### src/rtl/fwd_stall_unit.sv
// fwd_stall_unit
//   Operand-forwarding and pipeline-stall controller for the 5-stage core.
//   Resolves NUM_RD register-read ports against NUM_SRC in-flight write-back
//   sources (index 0 = EX, youngest), raises load-use / busy stalls and holds
//   resolved operands across stall cycles so a source retiring mid-stall
//   cannot corrupt an operand.
//
// Ports
//   clk          rising-edge clock
//   rst          asynchronous reset, active low (0 = reset)
//   rd_addr      read address per port, port i at [i*AW +: AW]
//   rd_used      port i operand is consumed by the ID instruction
//   src_we       source j writes the register file
//   src_waddr    source j destination register
//   src_wdata    source j result
//   src_is_load  source 0 is a load whose data is not yet available
//   ex_busy      multi-cycle EX operation in progress
//   fwd_sel      port i takes fwd_data instead of the register-file value
//   fwd_data     forwarded operand per port (0 when not forwarded)
//   stall        stall vector: 0 PC, 1 IF/ID, 2 ID/EX, 3 EX/MEM, 4 MEM/WB, 5 WB
//   stall_cnt    saturating count of stalled cycles
module fwd_stall_unit #(
  parameter int unsigned NUM_RD  = 2,
  parameter int unsigned NUM_SRC = 3,
  parameter int unsigned DW      = 32,
  parameter int unsigned AW      = 5,
  parameter int unsigned STALL_W = 6
) (
  input  logic                   clk,
  input  logic                   rst,
  input  logic [NUM_RD*AW-1:0]   rd_addr,
  input  logic [NUM_RD-1:0]      rd_used,
  input  logic [NUM_SRC-1:0]     src_we,
  input  logic [NUM_SRC*AW-1:0]  src_waddr,
  input  logic [NUM_SRC*DW-1:0]  src_wdata,
  input  logic                   src_is_load,
  input  logic                   ex_busy,
  output logic [NUM_RD-1:0]      fwd_sel,
  output logic [NUM_RD*DW-1:0]   fwd_data,
  output logic [STALL_W-1:0]     stall,
  output logic [31:0]            stall_cnt
);

  // Load data is picked up from source 1 after the bubble, and the busy
  // pattern needs four stall bits.
  if (NUM_SRC < 2) begin : g_bad_num_src
    $error("fwd_stall_unit: NUM_SRC must be at least 2");
  end
  if (STALL_W < 4) begin : g_bad_stall_w
    $error("fwd_stall_unit: STALL_W must be at least 4");
  end

  localparam logic [STALL_W-1:0] STALL_LOAD = STALL_W'(4'b0111);
  localparam logic [STALL_W-1:0] STALL_BUSY = STALL_W'(4'b1111);

  typedef enum logic {
    RUN,
    HOLD
  } state_t;

  state_t state_q, state_d;

  logic [NUM_RD-1:0]          live_hit;
  logic [NUM_RD-1:0]          load_hit;
  logic [NUM_RD-1:0][DW-1:0]  live_data;
  logic [NUM_RD-1:0]          hold_vld;
  logic [NUM_RD-1:0][DW-1:0]  hold_data;
  logic [STALL_W-1:0]         stall_c;
  logic [31:0]                cnt_q;

  // Per-port match: the first (youngest) matching source wins.
  always_comb begin
    live_hit  = '0;
    load_hit  = '0;
    live_data = '0;
    for (int unsigned i = 0; i < NUM_RD; i++) begin
      for (int unsigned j = 0; j < NUM_SRC; j++) begin
        if (!live_hit[i] && rd_used[i] && src_we[j] &&
            (src_waddr[j*AW +: AW] == rd_addr[i*AW +: AW]) &&
            (rd_addr[i*AW +: AW] != '0)) begin
          live_hit[i]  = 1'b1;
          live_data[i] = src_wdata[j*DW +: DW];
          load_hit[i]  = (j == 0) && src_is_load;
        end
      end
    end
  end

  // Busy outranks load-use; a load-use masked by busy re-evaluates afterwards
  // because nothing about it is remembered.
  always_comb begin
    stall_c = '0;
    if (rst) begin
      if (ex_busy)
        stall_c = STALL_BUSY;
      else if (|load_hit)
        stall_c = STALL_LOAD;
    end
  end

  assign stall     = stall_c;
  assign stall_cnt = cnt_q;

  always_ff @(posedge clk or negedge rst) begin
    if (!rst)
      state_q <= RUN;
    else
      state_q <= state_d;
  end

  always_comb begin
    state_d = state_q;
    unique case (state_q)
      RUN:  if (stall_c != '0) state_d = HOLD;
      HOLD: if (stall_c == '0) state_d = RUN;
      default: state_d = RUN;
    endcase
  end

  // Live matches always win; held values fill in only while in HOLD,
  // including the release cycle.
  always_comb begin
    fwd_sel  = '0;
    fwd_data = '0;
    if (rst) begin
      for (int unsigned i = 0; i < NUM_RD; i++) begin
        if (live_hit[i]) begin
          fwd_sel[i]            = 1'b1;
          fwd_data[i*DW +: DW]  = live_data[i];
        end else if (state_q == HOLD && hold_vld[i]) begin
          fwd_sel[i]            = 1'b1;
          fwd_data[i*DW +: DW]  = hold_data[i];
        end
      end
    end
  end

  // A load hit from source 0 carries no valid data yet, so it clears rather
  // than fills the hold slot.
  always_ff @(posedge clk or negedge rst) begin
    if (!rst) begin
      hold_vld  <= '0;
      hold_data <= '0;
    end else if (stall_c != '0) begin
      for (int unsigned i = 0; i < NUM_RD; i++) begin
        if (live_hit[i]) begin
          hold_vld[i]  <= !load_hit[i];
          hold_data[i] <= live_data[i];
        end else if (state_q == RUN) begin
          hold_vld[i]  <= 1'b0;
        end
      end
    end else begin
      hold_vld <= '0;
    end
  end

  always_ff @(posedge clk or negedge rst) begin
    if (!rst)
      cnt_q <= '0;
    else if (stall_c != '0 && cnt_q != '1)
      cnt_q <= cnt_q + 32'd1;
  end

endmodule
### config.mk
export PLATFORM = sky130hd
export DESIGN_NAME = fwd_stall_unit
export DESIGN_NICKNAME = d
export VERILOG_FILES = /design/src/rtl/fwd_stall_unit.sv
export SDC_FILE = /design/constraint.sdc
export NUM_CORES = 1
export LEC_CHECK = 0
export BUFFER_PORTS_ARGS = -buffer_cell sky130_fd_sc_hd__buf_2
export CAP_MARGIN = 10
export CORE_MARGIN = 3
export CORE_UTILIZATION = 50
export DETAILED_ROUTE_END_ITERATION = 6
export PLACE_DENSITY = 0.8
export SLEW_MARGIN = 40
export SYNTH_ARGS = -nofsm -noshare
export SYNTH_HDL_FRONTEND = slang
export SYNTH_SLANG_ARGS = --single-unit
### constraint.sdc
create_clock -name clk -period 5.37 [get_ports clk]
set_input_delay 0.8055 -clock clk [delete_from_list [all_inputs] [get_ports clk]]
set_output_delay 0.8055 -clock clk [all_outputs]
set_load 0.02 [all_outputs]
==> flow_summary.ini, run 1 <==
[cells_and_area]
instances_no_fill = 1152
area_growth_pct = 23.4
multi_input_area_um2 = 3690
ff_latch_area_um2 = 2480
fillers = 1134
nNetsFinal = 1104
drive_gt1_share_pct = 28.5

[logic_synthesis]
synth.area.top_cells = dfrtp_1 (37%), o2bb2ai_1 (13%), a21oi_1 (9.9%), nand3_1 (6.2%), xnor2_1 (4.9%)
synth_top_area_share_pct = 37.4
yosys.area_share.simple_pct = 17.2
yosysWarnings = 0
synthCells = 781
yosys.area.top_type = dfrtp_1
seq_area_frac_synth_pct = 37.4
ys_types = 45
synth_area_um2 = 6630
muxShareOfSynthArea_pct = 5.00
synth_compound_area_share_pct = 24.7
synth_fa_ha_area_share_pct = 0.189
synth_xor_area_share_pct = 7.92
syn_avg_cell_area_um2 = 8.49
synth_top_family_by_area = compound AO/OA/AOI/OAI gates
ys_ff_latch = 99

[setup_path]
cp-start-kind = primary input
cp-end-kind = output port
cp.arrival_ns = 3.60
crit_type = in2out
critPathMaxFanout = 41
required_ns = 4.56

[place]
gp_congestion = 0.888
dp_hpwl_um = 15200
port-buffer-count = 231
placed_cells = 1134

[drt]
wirelength_um = 21500
wl_per_cell_um = 18.7
drc = 0
ant_nets = 0
first_iter_violations = 660
via_per_inst = 6.01
met1Wirelength_um = 8760
wl_met3_um = 2110
dr.pass1.iters = 6
top_layer_used = met5
wl_met2_um = 9860
vias = 6919

[timing]
maxSlewHeadroom_pct = 48.7
hold_viol_final = 0
fin_setup_tns_ns = 0
max_freq_mhz = 227
rsz0062_at_grt = no
timing.final.crit_share_pct = 82.0
finalClockSkew_ns = 0.00724
fin_crit_ns = 4.40
finalSetupViolCount = 0
worstMarginPinSlew_ns = 0.770
slew_viol_final = 0

[grt]
grt_pass1_wl_um = 33900
grt_max_degree = 66
track_usage_pct = 28.8
grt_overflow_total = 0
antenna_found_initial = 1
grt_pass1_vias = 6675

[power]
ir_drop_v = 0.000281
power_density_nw_per_um2 = 249
power.leakage_nw = 4.23

[floorplanning]
fp-row-count = 41
die_y_um = 121
coreArea_um2 = 12800
dieArea_um2 = 14700
start_util_pct = 51.9
die_w_um = 121
ioPinCount = 234

[cts]
clkSinkCount = 99
hold_buffers = 0
cts_root_buf = clkbuf_16
cts_buffers = 9
path_clk_slew_ns = 0.07
cts_repair_resize_count = 0
clk_latency_ns = 0.34
cts_tree = built
clockBufferDepth = 2
h-tree-depth = 3
post_cts_buffers = 0

[outcome]
outcome = finished clean

[run]
max_cap_viol_count = 0

[min_path]
hp-class = in2async
==> power by group <==
| part | total (W) | internal, W | switching, W |
|---|---|---|---|
| clock | 0.000710 | 0.000433 | 0.000277 |
| sequential | 0.000930 | 0.000856 | 0.0000740 |
| combinational | 0.000396 | 0.000169 | 0.000227 |
==> cell usage after synthesis (all sizes together) <==
cell type / instances
a21oi: 131
dfrtp: 99
o2bb2ai: 96
nand2: 82
nand3: 82
clkbuf: 44
inv: 43
xnor2: 37
mux2i: 32
buf: 26
xor2: 23
nor3: 18
nor2: 13
nand4: 10
nor4: 9
or4: 7
and3: 5
a21bo: 2
o21ai: 2
o311ai: 2
o31ai: 2
or3: 2
a221oi: 1
a31oi: 1
and2: 1
and4b: 1
conb: 1
ha: 1
mux2: 1
nand4b: 1
nor3b: 1
o211ai: 1
o21a: 1
o22a: 1
o311a: 1
or2: 1
==> placed cells by master, fill, tap and decap left out, drive strengths merged, types with 5 or more instances in the layout <==
cell type	netlist	layout
and3	5	5
clkbuf	44	12
nor3	18	18
or4	7	7
nand2	82	82
buf	26	250
dfrtp	99	99
nor4	9	9
nand3	82	82
nand4	10	10
mux2i	32	32
nor2	13	13
xor2	23	23
a21oi	131	131
o2bb2ai	96	96
inv	43	43
xnor2	37	37
==> stage by stage <==
stage	instance area, um^2	setup WS (ns)	util [%]	hold slack (ns)	power, W
2_1_floorplan	6640	1.74	-	0.456	0.00117
3_3_place_gp	7850	1.07	61.4	0.471	0.00132
3_5_place_dp	7850	0.996	61.5	0.473	0.00134
4_1_cts	8180	1.01	64.0	0.437	0.00205
5_1_grt	8180	0.859	64.0	0.457	0.00214
6_report	8180	0.965	64.1	0.434	0.00204
==> path summary, 6_finish.rpt <==
kind	endpoint	startpoint	slack, ns	cells after the start
setup / recovery	fwd_data[32]	rd_addr[6]	0.97	10
hold / removal	hold_data[2]	rst	0.43	1
setup reg to reg	stall_cnt[22]	stall_cnt[0]	2.96	7
hold reg to reg	stall_cnt[20]	stall_cnt[20]	0.49	1
max in group asynchronous	hold_data[61]	rst	3.96	2
min in group clk	stall_cnt[20]	stall_cnt[20]	0.49	1
==> critical path: stages <==
cell	delay (ns)
buf_2	0.14
or4_1	0.54
nor2_1	0.37
nor4_4	0.09
buf_4	0.31
nor3_4	0.32
buf_4	0.39
nand2_1	0.10
a21oi_1	0.27
buf_2	0.22
==> cell families (layout without fill, tap and decap cells) <==
family,after synthesis,in the layout
AO/OA/AOI/OAI,241,241
XOR/XNOR,60,60
adder cells (fa/ha/maj),1,1
buffers and inverters,113,309
flip-flops,99,99
multiplexers,33,33
other,1,4
AND/OR/NAND/NOR,233,233
==> area by class of cell <==
cell class / instances / share of cell area (%)
Multi-Input combinational cell: 570 / 45.1
Sequential cell: 99 / 30.3
Timing Repair Buffer: 250 / 15.9
Clock buffer: 12 / 3.13
Tap cell: 172 / 2.63
Inverter: 43 / 1.97
Clock inverter: 4 / 0.887
Antenna cell: 2 / 0.0612
==> state kept, by name, indices dropped and copies added, names as in the netlist <==
| name | flops |
|---|---|
| stall_cnt | 32 |
| hold_data | 64 |
| hold_vld | 2 |
| state_q | 1 |
==> layer usage <==
layer  GRT usage, %  up-vias
li1               -     3195
met1           39.1     3248
met2           44.3      401
met3           5.22       73
met4           14.2        2
met5              0        -
(Power assumes the default switching activity.)
==> inputs of run 2 (changes only) <==
--- a/config.mk
+++ b/config.mk
@@ -5,12 +5,13 @@
 export SDC_FILE = /design/constraint.sdc
 export NUM_CORES = 1
 export LEC_CHECK = 0
+export ABC_AREA = 1
 export BUFFER_PORTS_ARGS = -buffer_cell sky130_fd_sc_hd__buf_2
 export CAP_MARGIN = 10
 export CORE_MARGIN = 3
-export CORE_UTILIZATION = 50
+export CORE_UTILIZATION = 49
 export DETAILED_ROUTE_END_ITERATION = 6
-export PLACE_DENSITY = 0.8
+export PLACE_DENSITY = 0.78
 export SLEW_MARGIN = 40
 export SYNTH_ARGS = -nofsm -noshare
 export SYNTH_HDL_FRONTEND = slang
==> constraint.sdc (replaced) <==
create_clock -name clk -period 3.9 [get_ports clk]
set_input_delay 0.585 -clock clk [delete_from_list [all_inputs] [get_ports clk]]
set_output_delay 0.585 -clock clk [all_outputs]
set_load 0.02 [all_outputs]
==> flow_summary.ini, run 2 <==
[power]
p_total_w = 0.00250
power.switching_w = 0.000824
power.share.clock_pct = 35.4
power_density_nw_per_um2 = 244
internal_power_w = 0.00168
power.leakage_nw = 5.38
swShare_pct = 32.9
ir_drop_v = 0.000258
pwr-share-comb_pct = 20.7
seqPwrFrac_pct = 43.9

[place]
port-buffer-count = 231
dpl_worst_slack_ns = 0.477
dp_hpwl_um = 23700
post_dp_cell_area_um2 = 9970
gp_congestion = 0.938

[setup_path]
crit_type = in2out
required_ns = 3.31
critPathMaxFanout = 33
cp.arrival_ns = 2.92
cp-end-kind = output port
cp-start-kind = primary input

[floorplanning]
ioPinCount = 234
die_w_um = 140
dieArea_um2 = 19500
die_y_um = 140
coreArea_um2 = 17400
fp-row-count = 48
start_util_pct = 50.4

[timing]
slew_viol_final = 0
fin_setup_tns_ns = 0
worstMarginPinSlew_ns = 0.814
fin_crit_ns = 3.50
hold-worst-slack_ns = 0.286
rsz0062_at_grt = no
timing.final.crit_share_pct = 89.8
finalSetupViolCount = 0
worst_slack_ns = 0.399
max_freq_mhz = 286
finalClockSkew_ns = 0.00707
hold_viol_final = 0
maxSlewHeadroom_pct = 45.7

[grt]
grt_max_degree = 99
grt_pass1_vias = 9685
track_usage_pct = 33.0
grt_util_met2_pct = 49.9
grt_use_met3_pct = 6.46
grt_pass1_wl_um = 53000
grt_busiest_layer = met2
grt_use_met1_pct = 47.2
antenna_found_initial = 0
grt_overflow_total = 0

[logic_synthesis]
yosysWarnings = 0
synth.area.top_cells = dfrtp_1 (28%), nand3_1 (17%), nand2_1 (15%), nand4_1 (9.9%), inv_1 (6.1%)
syn_avg_cell_area_um2 = 6.17
async_reset_ff_share_pct = 100
yosys.area.top_type = dfrtp_1
ys_ff_latch = 99
synth.top_cells.by_count = nand2_1 (355), nand3_1 (303), inv_1 (143)
synth-main-ff-cell = dfrtp_1
synth-edff-count = 0
synth_area_um2 = 8770
synthCells = 1423
ys_types = 29
seq_area_frac_synth_pct = 28.2
yosysMostFrequentCell = nand2_1
synth_top_area_share_pct = 28.2

[cells_and_area]
largest_reg_flops = 64
fillers = 1772
multi_input_area_um2 = 5200
layout_commonest_cell = nand2_1
antenna_cells = 0
fin_area_um2 = 10200
regMostFlops = hold_data
ff_latch_area_um2 = 2480
area_growth_pct = 16.8
nNetsFinal = 1712
final_cell_mix = nand2_1 (354), nand3_1 (302), buf_2 (230)
drive_gt1_share_pct = 19.4

[drt]
first_iter_violations = 1430
ant_nets = 0
drc = 0
wl_per_cell_um = 18.5
vias = 10856
via_per_inst = 5.99
dr.pass1.iters = 5
wirelength_um = 33500

[cts]
cts_repair_resize_count = 0
clk_latency_ns = 0.36
clockBufferDepth = 2
hold_buffers = 0
cts_buffers = 9
h-tree-depth = 3
post_cts_buffers = 0
path_clk_slew_ns = 0.07
cts_root_buf = clkbuf_16
clkSinkCount = 99
cts_tree = built

[run]
max_cap_viol_count = 0

[min_path]
hp-class = in2async

[outcome]
outcome = finished clean
## run 2: cell count changes after synthesis, moves of 32 or more
| cell | previous run | this run |
|---|---|---|
| inv_1 | 43 | 143 |
| mux2i_1 | 32 | 0 |
| o2bb2ai_1 | 96 | 0 |
| a21oi_1 | 131 | 66 |
| nand3_1 | 82 | 303 |
| nor2_1 | 12 | 54 |
| nand4_1 | 10 | 139 |
| nand2_1 | 82 | 355 |
| o21ai_1 | 0 | 64 |
| buf_2 | 14 | 60 |
## run 2: path summary, 6_finish.rpt
kind / from / endpoint / slack, ns / cells after the start
worst max-delay path: rd_addr[5] / fwd_data[54] / 0.40 / 10
worst min-delay path: rst / hold_data[18] / 0.29 / 1
worst max register to register: stall_cnt[0] / stall_cnt[25] / 1.50 / 8
worst min register to register: hold_data[60] / hold_data[60] / 0.49 / 2
max in group asynchronous: rst / stall_cnt[15] / 2.61 / 3
min in group clk: hold_data[60] / hold_data[60] / 0.49 / 2
## run 2: power groups by stage
stage | Clock [W] | Sequential (W) | Combinational [W]
6_report | 0.000886 | 0.00110 | 0.000518
5_1_grt | 0.000932 | 0.00110 | 0.000565
4_1_cts | 0.000903 | 0.00110 | 0.000510
3_5_place_dp | 0 | 0.00112 | 0.000508
3_3_place_gp | 0 | 0.00112 | 0.000503
2_1_floorplan | 0 | 0.00113 | 0.000263
## run 2: critical path: stages
cell,delay (ns)
buf_2,0.12
nor2_1,0.18
nand2_1,0.09
nor2_2,0.16
nor2_1,0.09
nand3_4,0.28
nand3_2,0.48
buf_4,0.39
a21oi_1,0.29
buf_2,0.23
## run 2: per-stage QoR
step	utilization (%)	std cells
floorplan	-	1424
global placement	57.2	1795
detailed placement	57.2	1795
CTS	58.8	1811
global route	58.8	1811
finish	58.8	1811
## run 2: kinds of logic (layout without fill, tap and decap cells)
group	after synthesis	count (layout)	share of synthesized area [%]
simple gates	892	892	48.3
buf+inv	267	429	12.7
compound gates	134	134	7.67
flops	99	99	28.2
xor+xnor	29	29	2.90
fa+ha+maj	1	1	0.143
other cells	1	2	0.0427
## run 2: cell type report
type | instances | area share [%]
clock inverter | 5 | 0.354
inverter | 152 | 5.57
sequential | 99 | 24.2
multi-input combinational | 1058 | 50.8
clock buffer | 11 | 2.37
tap | 225 | 2.75
timing repair buffer | 261 | 14.0
## run 2: layer usage
metal,vias up,routed length (um),share of wire (%)
met4,0,1250,3.7
met3,99,4080,12
met1,4877,13500,40
met5,-,0,0
li1,5099,-,-
met2,781,14700,44
==> inputs of run 3 (changes only) <==
--- a/config.mk
+++ b/config.mk
@@ -12,6 +12,7 @@
 export CORE_UTILIZATION = 49
 export DETAILED_ROUTE_END_ITERATION = 6
 export PLACE_DENSITY = 0.78
+export SETUP_SLACK_MARGIN = 0.4
 export SLEW_MARGIN = 40
 export SYNTH_ARGS = -nofsm -noshare
 export SYNTH_HDL_FRONTEND = slang
==> flow_summary.ini, run 3 (synthesis results as in run 2) <==
[outcome]
outcome = finished clean

[setup_path]
crit_chain = buf_2 > nor2_1 > nand2_1 > nor2_1 > nor2_4 > nand2_4 > nand3_1 > buf_4 > nand3_1 > nand2_1 > a21oi_1 > buf_2
rr_startpoint = stall_cnt[0]
crit_type = in2out
slowest_stage = a21oi_1
required_ns = 3.31
r2r-end = stall_cnt[25]
critical-path-top-delay-family = simple AND/OR/NAND/NOR gates
worst-path-buf-inv = 3
startpoint = rd_addr[1]
endpoint = fwd_data[29]
cp-start-kind = primary input
max_stage_delay_ns = 0.34
cp_num_cells = 12
critPathMaxFanout = 32
cp.arrival_ns = 2.74
cp-end-kind = output port
r2r_cells = 8
reg2reg_setup_slack_ns = 1.50

[place]
dp_hpwl_um = 23700
placed_cells = 1795
gp_congestion = 0.938
port-buffer-count = 231

[floorplanning]
die_y_um = 140
start_util_pct = 50.4
ioPinCount = 234
dieArea_um2 = 19500
fp-row-count = 48
coreArea_um2 = 17400
die_w_um = 140

[cts]
cts_root_buf = clkbuf_16
clkSinkCount = 99
cts_buffers = 9
post_cts_buffers = 0
clk_latency_ns = 0.36
cts_tree = built
path_clk_slew_ns = 0.07
clockBufferDepth = 2
h-tree-depth = 3

[timing]
max_freq_mhz = 301
hold_viol_final = 0
fin_crit_ns = 3.33
finalSetupViolCount = 0
maxSlewHeadroom_pct = 45.9
worstMarginPinSlew_ns = 0.811
finalClockSkew_ns = 0.00585
fin_setup_tns_ns = 0
rsz0062_at_grt = no
timing.final.crit_share_pct = 85.3
slew_viol_final = 0

[cells_and_area]
fillers = 1773
regMostFlops = hold_data
antenna_cells = 0
instances_no_fill = 1811
multi_input_area_um2 = 5220
nNetsFinal = 1712
ff_latch_area_um2 = 2480
final_cell_mix = nand2_1 (354), nand3_1 (302), buf_2 (230)
largest_reg_flops = 64
area_growth_pct = 17.0
drive_gt1_share_pct = 19.4
layout_commonest_cell = nand2_1

[min_path]
hp-class = in2async

[drt]
first_iter_violations = 1329
drc = 0
wirelength_um = 33500
dr.pass1.iters = 6
via_per_inst = 6.02
wl_per_cell_um = 18.5
ant_nets = 0
vias = 10896

[grt]
grt_overflow_total = 0
grt_max_degree = 99
grt_pass1_vias = 9685
track_usage_pct = 33.0
grt_pass1_wl_um = 53000
antenna_found_initial = 0

[power]
ir_drop_v = 0.000258
power.leakage_nw = 5.39
power_density_nw_per_um2 = 243

[run]
max_cap_viol_count = 0
-- run 3: what timing repair did --
item                                    CTS  global route
hold buffers                              0             0
endpoints found under the setup margin    0            15
gates resized for setup                   0             3
-- run 3: through the flow --
stage / area [um^2] / worst slack, ns / util (%) / hold slack (ns) / total power [W]
finish: 10300 / 0.575 / 58.9 / 0.280 / 0.00250
CTS: 10200 / 0.463 / 58.8 / 0.303 / 0.00251
global route: 10300 / 0.431 / 58.9 / 0.312 / 0.00260
global placement: 9970 / 0.487 / 57.2 / 0.471 / 0.00162
detailed placement: 9970 / 0.477 / 57.2 / 0.478 / 0.00163
floorplan: 8780 / 1.35 / - / 0.289 / 0.00140
-- run 3: final cells by class --
type                    count  share of cell area (%)
clock buffers              11                    2.36
clock inverters             5                   0.353
inverters                 152                    5.56
multi-input cells        1058                    50.8
flip-flops and latches     99                    24.1
well taps                 225                    2.74
repair buffers            261                    14.0
-- run 3: worst reg2reg max path: stages (launching register included) --
cell	delay, ns
dfrtp_1	0.43
ha_1	0.27
nand2_1	0.17
nor4_1	0.08
nand4_1	0.07
buf_4	0.34
nand3_2	0.61
nand2_1	0.22
nand2_1	0.09
-- run 3: worst min path at each step --
stage                        startpoint            end
after global placement    hold_data[19]  hold_data[19]
after detailed placement  hold_data[57]  hold_data[57]
final                               rst  hold_data[18]
after CTS                           rst  hold_data[18]
after global routing                rst  hold_data[18]
after floorplan                     rst   hold_data[0]
-- run 3: report_power, final --
part	internal, W	switching, W
registers	0.00106	0.0000381
logic	0.000165	0.000353
clock network	0.000454	0.000429
-- run 3: per-layer routing --
metal  vias up  GRT usage, %  part of all wire (%)
met3       100          6.46                    12
met2       774          49.9                    44
li1       5101             -                     -
met1      4921          47.2                    41
met4         0          11.5                   3.6
met5         -             0                     0
